## src/rtl/clk_div_pkg.sv

```systemverilog
// rtl/clk_div_pkg.sv - shared divider defaults and divisor clamp rule
package clk_div_pkg;

    localparam int CNT_W_DEF   = 24;
    localparam int DIV_RST_DEF = 1250000;

    // Half-periods of 0 and 1 both mean "toggle every cycle"; this keeps the
    // counter compare from ever waiting on an unreachable value.
    function automatic logic [31:0] clamp_div(input logic [31:0] div);
        return (div < 32'd2) ? 32'd1 : div;
    endfunction

endpackage

```

## src/rtl/clk_div_ch.sv

```systemverilog
// rtl/clk_div_ch.sv - single divided-clock channel with shadowed divisor
module clk_div_ch
    import clk_div_pkg::*;
#(
    parameter int CNT_W   = CNT_W_DEF,
    parameter int DIV_RST = DIV_RST_DEF
) (
    input  logic             clk,
    input  logic             rst,
    input  logic             en_i,
    input  logic             ld_i,
    input  logic [CNT_W-1:0] div_i,
    output logic             pend_o,
    output logic             clk_out_o,
    output logic             tick_o
);

    localparam logic [CNT_W-1:0] DIV_INIT = CNT_W'(clamp_div(32'(DIV_RST)));

    logic [CNT_W-1:0] cnt_q, cnt_d;
    logic [CNT_W-1:0] half_q, half_d;
    logic [CNT_W-1:0] shad_q, shad_d;
    logic             pend_q, pend_d;
    logic             clk_q, clk_d;
    logic             tick_q, tick_d;

    // Count, toggle at the end of each half-period, and swap in a pending
    // divisor only on a toggle so no half-period is ever cut short.
    always_comb begin
        cnt_d  = cnt_q;
        half_d = half_q;
        shad_d = shad_q;
        pend_d = pend_q;
        clk_d  = clk_q;
        tick_d = 1'b0;
        if (en_i) begin
            if (cnt_q == half_q) begin
                clk_d  = ~clk_q;
                tick_d = 1'b1;
                cnt_d  = CNT_W'(1);
                if (pend_q) begin
                    half_d = shad_q;
                    pend_d = 1'b0;
                end
            end else begin
                cnt_d = cnt_q + CNT_W'(1);
            end
        end
        // A load is only taken while nothing is pending, so a load landing on
        // a toggle edge cannot be consumed by that same toggle.
        if (ld_i && !pend_q) begin
            shad_d = CNT_W'(clamp_div(32'(div_i)));
            pend_d = 1'b1;
        end
    end

    // Channel state registers.
    always_ff @(posedge clk or posedge rst) begin
        if (rst) begin
            cnt_q  <= CNT_W'(1);
            half_q <= DIV_INIT;
            shad_q <= DIV_INIT;
            pend_q <= 1'b0;
            clk_q  <= 1'b0;
            tick_q <= 1'b0;
        end else begin
            cnt_q  <= cnt_d;
            half_q <= half_d;
            shad_q <= shad_d;
            pend_q <= pend_d;
            clk_q  <= clk_d;
            tick_q <= tick_d;
        end
    end

    assign pend_o    = pend_q;
    assign clk_out_o = clk_q;
    assign tick_o    = tick_q;

endmodule

```

## src/rtl/clk_div_multi.sv

```systemverilog
// rtl/clk_div_multi.sv - N-channel clock divider with per-channel divisor load
module clk_div_multi
    import clk_div_pkg::*;
#(
    parameter int  N_CH    = 4,
    parameter int  CNT_W   = CNT_W_DEF,
    parameter int  DIV_RST = DIV_RST_DEF,
    localparam int LD_W    = (N_CH > 1) ? $clog2(N_CH) : 1
) (
    input  logic             clk,
    input  logic             rst,
    input  logic             en,
    input  logic             ld_valid,
    input  logic [LD_W-1:0]  ld_ch,
    input  logic [CNT_W-1:0] ld_div,
    output logic             ld_ready,
    output logic [N_CH-1:0]  clk_out,
    output logic [N_CH-1:0]  tick
);

    logic [N_CH-1:0]        pend;
    logic [(1<<LD_W)-1:0]   pend_pad;
    logic                   in_range;

    // Widen the pending flags to the full ld_ch decode space so channel
    // numbers past N_CH index a defined bit.
    always_comb begin
        pend_pad           = '0;
        pend_pad[N_CH-1:0] = pend;
    end

    assign in_range = (32'(ld_ch) < N_CH);
    assign ld_ready = in_range & ~pend_pad[ld_ch];

    for (genvar i = 0; i < N_CH; i++) begin : g_ch
        logic sel;
        assign sel = ld_valid & ld_ready & (32'(ld_ch) == i);

        clk_div_ch #(
            .CNT_W   (CNT_W),
            .DIV_RST (DIV_RST)
        ) u_ch (
            .clk       (clk),
            .rst       (rst),
            .en_i      (en),
            .ld_i      (sel),
            .div_i     (ld_div),
            .pend_o    (pend[i]),
            .clk_out_o (clk_out[i]),
            .tick_o    (tick[i])
        );
    end

endmodule

```

## config.mk

```make
export PLATFORM = sky130hd
export DESIGN_NAME = clk_div_multi
export DESIGN_NICKNAME = d
export VERILOG_FILES = /design/src/rtl/clk_div_pkg.sv /design/src/rtl/clk_div_ch.sv /design/src/rtl/clk_div_multi.sv
export SDC_FILE = /design/constraint.sdc
export NUM_CORES = 1
export LEC_CHECK = 0
export CAP_MARGIN = 15
export CORE_MARGIN = 1
export CORE_UTILIZATION = 55
export CTS_CLUSTER_DIAMETER = 150
export DETAILED_ROUTE_END_ITERATION = 12
export HOLD_SLACK_MARGIN = 0.06
export PLACE_DENSITY = 0.83
export SETUP_SLACK_MARGIN = 0.2
export SLEW_MARGIN = 30
export SYNTH_ARGS = -nofsm -noshare
export SYNTH_HDL_FRONTEND = slang
export SYNTH_SLANG_ARGS = --single-unit
export TNS_END_PERCENT = 30
```

## constraint.sdc

```tcl
create_clock -name clk -period 9.5 [get_ports clk]
set_input_delay 0.95 -clock clk [delete_from_list [all_inputs] [get_ports clk]]
set_output_delay 0.95 -clock clk [all_outputs]
set_load 0.01 [all_outputs]
```

==> results.txt, run 1 <==
- Counting cells, the worst reg-to-reg path comes to 5.
- Counting the fill cells in the layout gives 1783.
* Worst Hold Margin: 0.4694 ns
* Final wirelength: 28.69 mm
- Antenna diodes: 0
- Once the clock tree was built, the setup fixing pass inserted 0 buffers.
- Drt first pass iters: 4
- Status: finished clean
* Number of nets in the finished design: 1155
* TritonCTS clock tree: built
- The die covers 0.02557 sq mm.
* Post-synthesis async set-or-reset flop share: 100.0%
- Total DRC errors in the routed layout: 0
* Hold buffer count at CTS: 0
- Largest fanout on the critical path: 5
- Yosys warning total: 0
* Number of setup violations in the final report: 0
- Routability congestion estimate from global placement: 0.8336
* Arr. time, crit path: 2.84 ns
- The first global-routing pass estimated 46.27 mm of wire.
* Hpwl dp: 18.93 mm
- 39 I/O pins were placed.
- Measured along the x axis, the die boundary spans 159.9 microns.
* Layout-stage area growth over the synthesis result: 12.95%
- Number of hold violations in the final report: 0
* Number of rows in the core area: 57
- Signal routing reaches up to met4.
* Clock slew seen by the registers of the worst setup and hold paths: 0.06 ns
- Wire per inst: 19.53 microns
* Gate count of the mapped netlist: 1085
- Max Clock Skew: 0.01413 ns
- Slew @ Worst Pin: 0.9341 ns
- Reg2reg setup slack: 6.81 ns
- STA classifies the critical path startpoint as an input pin.
* Remaining number of nets flagged by the antenna check after routing: 0
- Commonest non-fill, non-tap cell in the layout: sky130_fd_sc_hd__dfrtp_1
* Core Area: 0.02439 sq mm
- IO Port Bufs: 38
* Detail Route met2 WL: 13.92 mm
- Clock tree synthesis inserted a total of 30 buffers.
- The worst-case IR drop observed on VDD is 0.2465 mV.
* Aggregate global routing overflow: 0
- Number of flops mapped to enable cells by yosys: 0
- Across all layers, the routed design uses 8358 vias.
* Worst R2R Start: g_ch[3].u_ch.cnt_q[0]
- Sequential Area: 0.007592 sq mm
- Power spread over the standard cell area amounts to 275.1 mW/mm^2.
* Clock tree root driver cell: sky130_fd_sc_hd__clkbuf_16
* Count of placed standard cells including taps: 1413
- Fmax: 0.2639 GHz
* Initial Util: 56.23%
- After the first detailed-routing iteration, the DRC count stood at 543.
* Final Cycle Share: 39.89%
* Minimum clock period after layout: 3.790 ns
- For this block, wires on met1 add up to 12.57 mm.
- After detailed routing, the number of vias per cell comes to 5.690.
- Synthesized area per cell: 12.64 sq um
* Critical R2R Capture: g_ch[3].u_ch.half_q[0]
- The clock reaches the later pin of the worst-skew pair after 0.56 ns.
* Core Util, Final: 63.51%
- Amount of wire on met3 after detailed routing: 1.360 mm
- Synthesis instantiated 48 different standard cells from the library.
- Sequential-to-total area share from yosys stat: 55.36%
- Leak pwr: 0.006967 uW
* Vertical extent of the die: 159.9 microns
* Count of final max-slew check failures: 0
- Area of combinational cells with multiple inputs: 0.005888 sq mm
- Critical Setup Path Class: input pin to output pin
- STA puts the critical path data required time at 8.55 ns.
* Tot GR Track Use: 22.92%
* Main flop type after synthesis: sky130_fd_sc_hd__dfrtp_1
- Endpoint class of the critical path: output pin
- Type of the worst min-delay path: flop to flop
* Proportion of layout cells with a drive suffix above 1: 29.87%
- Hold Path Depth: 1
- H-Tree Depth: 1
- Adding up every negative setup slack in the final design gives 0 ns.
- Summing every instance area after synthesis gives 0.01371 sq mm.
- The clock drives 300 sinks.
- Count of cells resized by post-cts repair: 0
- Clock tree buffer depth: 3
- Largest net degree at the start of global routing: 133
- End point of the worst hold path: g_ch[3].u_ch.clk_out_o
* Origin of the worst min-delay path: g_ch[3].u_ch.clk_out_o
- Headroom to the max-slew limit came out at 37.25%.
- Post-synthesis register bit count: 300
* Setup repair after global routing missed its margin: no
- The number of global-route vias before repair came to 8631.
- Net count of the mapped netlist: 1119
- The count of cells in the finished layout, fillers not included, comes to 1469.
- Initial antenna violation count: 0
- Commonest cells after routing, fill and taps aside: 232 x sky130_fd_sc_hd__dfrtp_1, 148 x sky130_fd_sc_hd__mux2_2, 109 x sky130_fd_sc_hd__nor2_1, 101 x sky130_fd_sc_hd__xnor2_1, 84 x sky130_fd_sc_hd__xor2_1
- Max-cap violations in this run came to 0.
-- worst max path at each step --
stage	from	endpoint	slack [ns]	cells past startpoint
global placement	en	g_ch[0].u_ch.half_q[15]	5.64	6
CTS	ld_ch[0]	ld_ready	5.71	4
finish	ld_ch[0]	ld_ready	5.71	4
global route	ld_ch[0]	ld_ready	5.64	4
detailed placement	ld_ch[0]	ld_ready	5.71	4
floorplan	rst	g_ch[0].u_ch.clk_out_o	0.37	1
-- registers in the layout (all words and copies together), names as in the netlist --
signal               flops
g_ch.u_ch.pend_o         4
g_ch.u_ch.shad_q        96
g_ch.u_ch.cnt_q         96
g_ch.u_ch.half_q        96
g_ch.u_ch.tick_o         4
g_ch.u_ch.clk_out_o      4
-- routing by layer --
metal,track usage (%),vias to the layer above
met5,0,-
met4,6.926,0
met3,4.338,59
met2,37.97,188
met1,30.77,4275
li1,-,3836
-- synthesized netlist by cell type (7+ instances only) --
cell	n	area (sq um)
sky130_fd_sc_hd__dfrtp_1	232	5806
sky130_fd_sc_hd__mux2_2	148	1667
sky130_fd_sc_hd__nor2_1	109	409.1
sky130_fd_sc_hd__xnor2_1	101	884.6
sky130_fd_sc_hd__xor2_1	84	735.7
sky130_fd_sc_hd__dfstp_2	68	1787
sky130_fd_sc_hd__nand2_1	46	172.7
sky130_fd_sc_hd__mux2_4	40	600.6
sky130_fd_sc_hd__nand4_1	34	212.7
sky130_fd_sc_hd__nand3_1	28	140.1
sky130_fd_sc_hd__nor4_1	26	162.7
sky130_fd_sc_hd__nor3_1	21	105.1
sky130_fd_sc_hd__clkbuf_1	19	71.32
sky130_fd_sc_hd__and3_1	16	100.1
sky130_fd_sc_hd__and4_1	13	113.9
sky130_fd_sc_hd__buf_4	11	82.58
sky130_fd_sc_hd__and2_1	10	62.56
sky130_fd_sc_hd__inv_1	10	37.54
sky130_fd_sc_hd__buf_2	8	40.04
sky130_fd_sc_hd__a21oi_1	7	35.03
-- final cells by class --
type,instances,share of cell area [%]
inverter,11,0.3473
multi-input combinational,731,38.01
timing repair buffer,47,2.940
tap,324,2.617
clock inverter,11,1.204
clock buffer,45,5.864
sequential,300,49.01
-- power breakdown --
part	internal (uW)	leakage (uW)	switching [uW]	total, uW
sequential	1750	0.00375	304	2060
clock	794	0.000538	487	1280
combinational	525	0.00268	398	923
total	3070	0.00697	1190	4260
-- cells by family (layout without fill, tap and decap cells) --
group                    count (synthesis)  count (layout)  share of synthesized area [%]
XOR/XNOR                               185             185                          11.81
flip-flops                             300             300                          55.36
adder cells (fa/ha/maj)                  4               4                         0.3649
AO/OA/AOI/OAI                           21              21                         0.9945
buffers and inverters                   54             114                          2.071
AND/OR/NAND/NOR                        329             329                          12.48
multiplexers                           192             192                          16.91
-- critical path, cell delays in order --
cell                              delay [ns]
sky130_fd_sc_hd__clkdlybuf4s50_1        0.63
sky130_fd_sc_hd__mux4_2                 0.55
sky130_fd_sc_hd__inv_1                  0.15
sky130_fd_sc_hd__clkdlybuf4s50_1        0.56
-- through the flow --
step	total power, uW	setup slack (ns)	cell area, sq um
after global routing	4466	5.640	15490
final	4262	5.710	15490
after floorplan	2859	0.3733	13710
after detailed placement	2982	5.713	14370
after global placement	2911	5.643	14360
after CTS	4284	5.706	15460
Note: power is estimated with default switching activity, not from simulation.
==> run 2, diff against run 1 <==
--- a/config.mk
+++ b/config.mk
@@ -11,7 +11,7 @@
 export CTS_CLUSTER_DIAMETER = 150
 export DETAILED_ROUTE_END_ITERATION = 12
 export HOLD_SLACK_MARGIN = 0.06
-export PLACE_DENSITY = 0.83
+export PLACE_DENSITY = 0.8
 export SETUP_SLACK_MARGIN = 0.2
 export SLEW_MARGIN = 30
 export SYNTH_ARGS = -nofsm -noshare
==> constraint.sdc (replaced) <==
create_clock -name clk -period 3.5 [get_ports clk]
set_input_delay 0.35 -clock clk [delete_from_list [all_inputs] [get_ports clk]]
set_output_delay 0.35 -clock clk [all_outputs]
set_load 0.01 [all_outputs]
==> results.txt, run 2 (synthesized netlist as in run 1, its figures left out) <==
* Global-route wire length before repair: 46.80 mm
- In the routed design, unresolved DRC markers number 0.
- H-Tree Depth: 1
* IO Port Bufs: 38
- The die is 159.9 microns wide.
- Num ports: 39
- Tot Pwr: 11340 uW
- After detailed routing, the average wire length per cell comes to 19.35 microns.
- Initial antenna violation count: 0
- The final critical path takes up 76.00% of the cycle.
- Entering global routing, the biggest net connects 123 pins.
- For this run, the number of standard cells in the final layout without fillers is 1477.
- Setup violations remaining at the end of the flow were counted as 0.
- Detailed placement finished with a half-perimeter wire length of 19.24 mm.
* Count of final max-slew check failures: 0
- Number of hold violations in the final report: 0
- Largest fanout on the critical path: 24
- In the final design database the tool counted 1163 nets.
- Tot GR Track Use: 23.11%
* Total Negative Setup Slacks: 0 ns
- Initial Util: 56.23%
- The library cell used most frequently in the layout, excluding fill and tap cells, is sky130_fd_sc_hd__dfrtp_1.
* Setup crit start kind: flop
- Once detail routing completed, the nets flagged for antenna violations numbered 0.
* Leak pwr: 0.006986 uW
- Vertical extent of the die: 159.9 microns
* PD cells: 732.4 mW/mm^2
* Registers with the highest flip-flop counts: g_ch.u_ch.cnt_q (96), g_ch.u_ch.half_q (96), g_ch.u_ch.shad_q (96)
* Layout-stage area growth over the synthesis result: 12.90%
* Proportion of layout cells with a drive suffix above 1: 29.92%
* Hold buffer count at CTS: 0
* Peak supply drop: 0.5451 mV
* Full die area: 0.02557 sq mm
- Aggregate global routing overflow: 0
* Count of cells resized by post-cts repair: 0
* Total CTS buffers: 30
- Routability-driven placement finished with a final weighted congestion of 0.8382.
* Critical Setup Path Class: flop to flop
- For this run, the share of the core covered by cells in the final layout is 63.48%.
* Antenna diodes: 0
- The min-delay analysis places its worst path in the category input pin to asynchronous set/reset pin.
* Final wirelength: 28.58 mm
- STA classifies the critical path endpoint as a flop.
* TritonCTS clock tree: built
- The pre-antenna-repair detailed-routing pass consisted of 5 iterations.
- Via-per-instance ratio: 5.639
- Clock-pin slew was measured on the worst setup and hold paths at 0.06 ns.
- After detailed placement, the design holds a cell count of 1421.
- Clock tree buffer depth: 3
- Initial DRC Count: 540
* Max Clock Skew: 0.007715 ns
- Data required time of the worst path: 3.93 ns
* CTS sink cnt: 300
* Clock tree root driver cell: sky130_fd_sc_hd__clkbuf_16
- Minimum clock period after layout: 2.660 ns
- Fmax: 0.3759 GHz
- Max Cap Viol: 0
* Arr. time, crit path: 3.09 ns
* Number of vias after detailed routing: 8329
* Commonest cells after routing, fill and taps aside: 232 x sky130_fd_sc_hd__dfrtp_1, 148 x sky130_fd_sc_hd__mux2_2, 109 x sky130_fd_sc_hd__nor2_1, 101 x sky130_fd_sc_hd__xnor2_1, 84 x sky130_fd_sc_hd__xor2_1
- Slew @ Worst Pin: 0.8008 ns
- Number of global-route vias before repair: 8781
- Buffers inserted by post-CTS timing repair: 0
- Worst-Skew Late Latency: 0.55 ns
- The core region is 0.02439 sq mm.
- Final hold analysis gives a worst-case slack of 0.1541 ns.
- In this run the tightest slew margin relative to its limit is 46.43%.
- Number of rows in the core area: 57
* Status: finished clean
* Setup repair after global routing missed its margin: no
run 2: cell type report:
type                       instances  area, sq um
clock buffer                      48        939.7
clock inverter                     8        90.09
fill                            1840         8907
inverter                          11        45.04
multi-input combinational        731         5866
sequential                       300         7592
tap                              324        405.4
timing repair buffer              55        545.5
run 2: metrics by stage:
step	cell area (sq um)	setup slack (ns)
after floorplan	13720	-0.7815
after global placement	14450	0.8430
after detailed placement	14450	0.8100
after CTS	15480	0.8369
after global routing	15480	0.7436
final	15480	0.8400
run 2: power breakdown:
group          switching (uW)  internal (uW)
clock network            1310           1970
logic                    1030           1430
registers                 835           4760
total                    3180           8160
run 2: final timing paths:
kind	to	depth (start not counted)	slack, ns	startpoint
max	g_ch[1].u_ch.half_q[23]	5	0.84	g_ch[1].u_ch.cnt_q[0]
min	g_ch[0].u_ch.pend_o	2	0.15	rst
max reg2reg	g_ch[1].u_ch.half_q[23]	5	0.84	g_ch[1].u_ch.cnt_q[0]
min reg2reg	g_ch[1].u_ch.clk_out_o	1	0.47	g_ch[1].u_ch.clk_out_o
max in group asynchronous	g_ch[2].u_ch.half_q[15]	3	2.30	rst
min in group clk	g_ch[1].u_ch.clk_out_o	1	0.47	g_ch[1].u_ch.clk_out_o
run 2: layer usage:
layer  GRT usage, %  part of all wire, %
met1          32.54                   45
met4          6.537                  2.6
met3          3.948                  5.7
met5              0                    0
met2          37.12                   47
run 2: critical path, stage by stage, from the launching register on:
cell                      delay [ns]
sky130_fd_sc_hd__dfstp_2        0.57
sky130_fd_sc_hd__xor2_1         0.11
sky130_fd_sc_hd__or4_1          0.54
sky130_fd_sc_hd__nor4_2         0.33
sky130_fd_sc_hd__nand2_2        0.51
sky130_fd_sc_hd__mux2_4         0.47
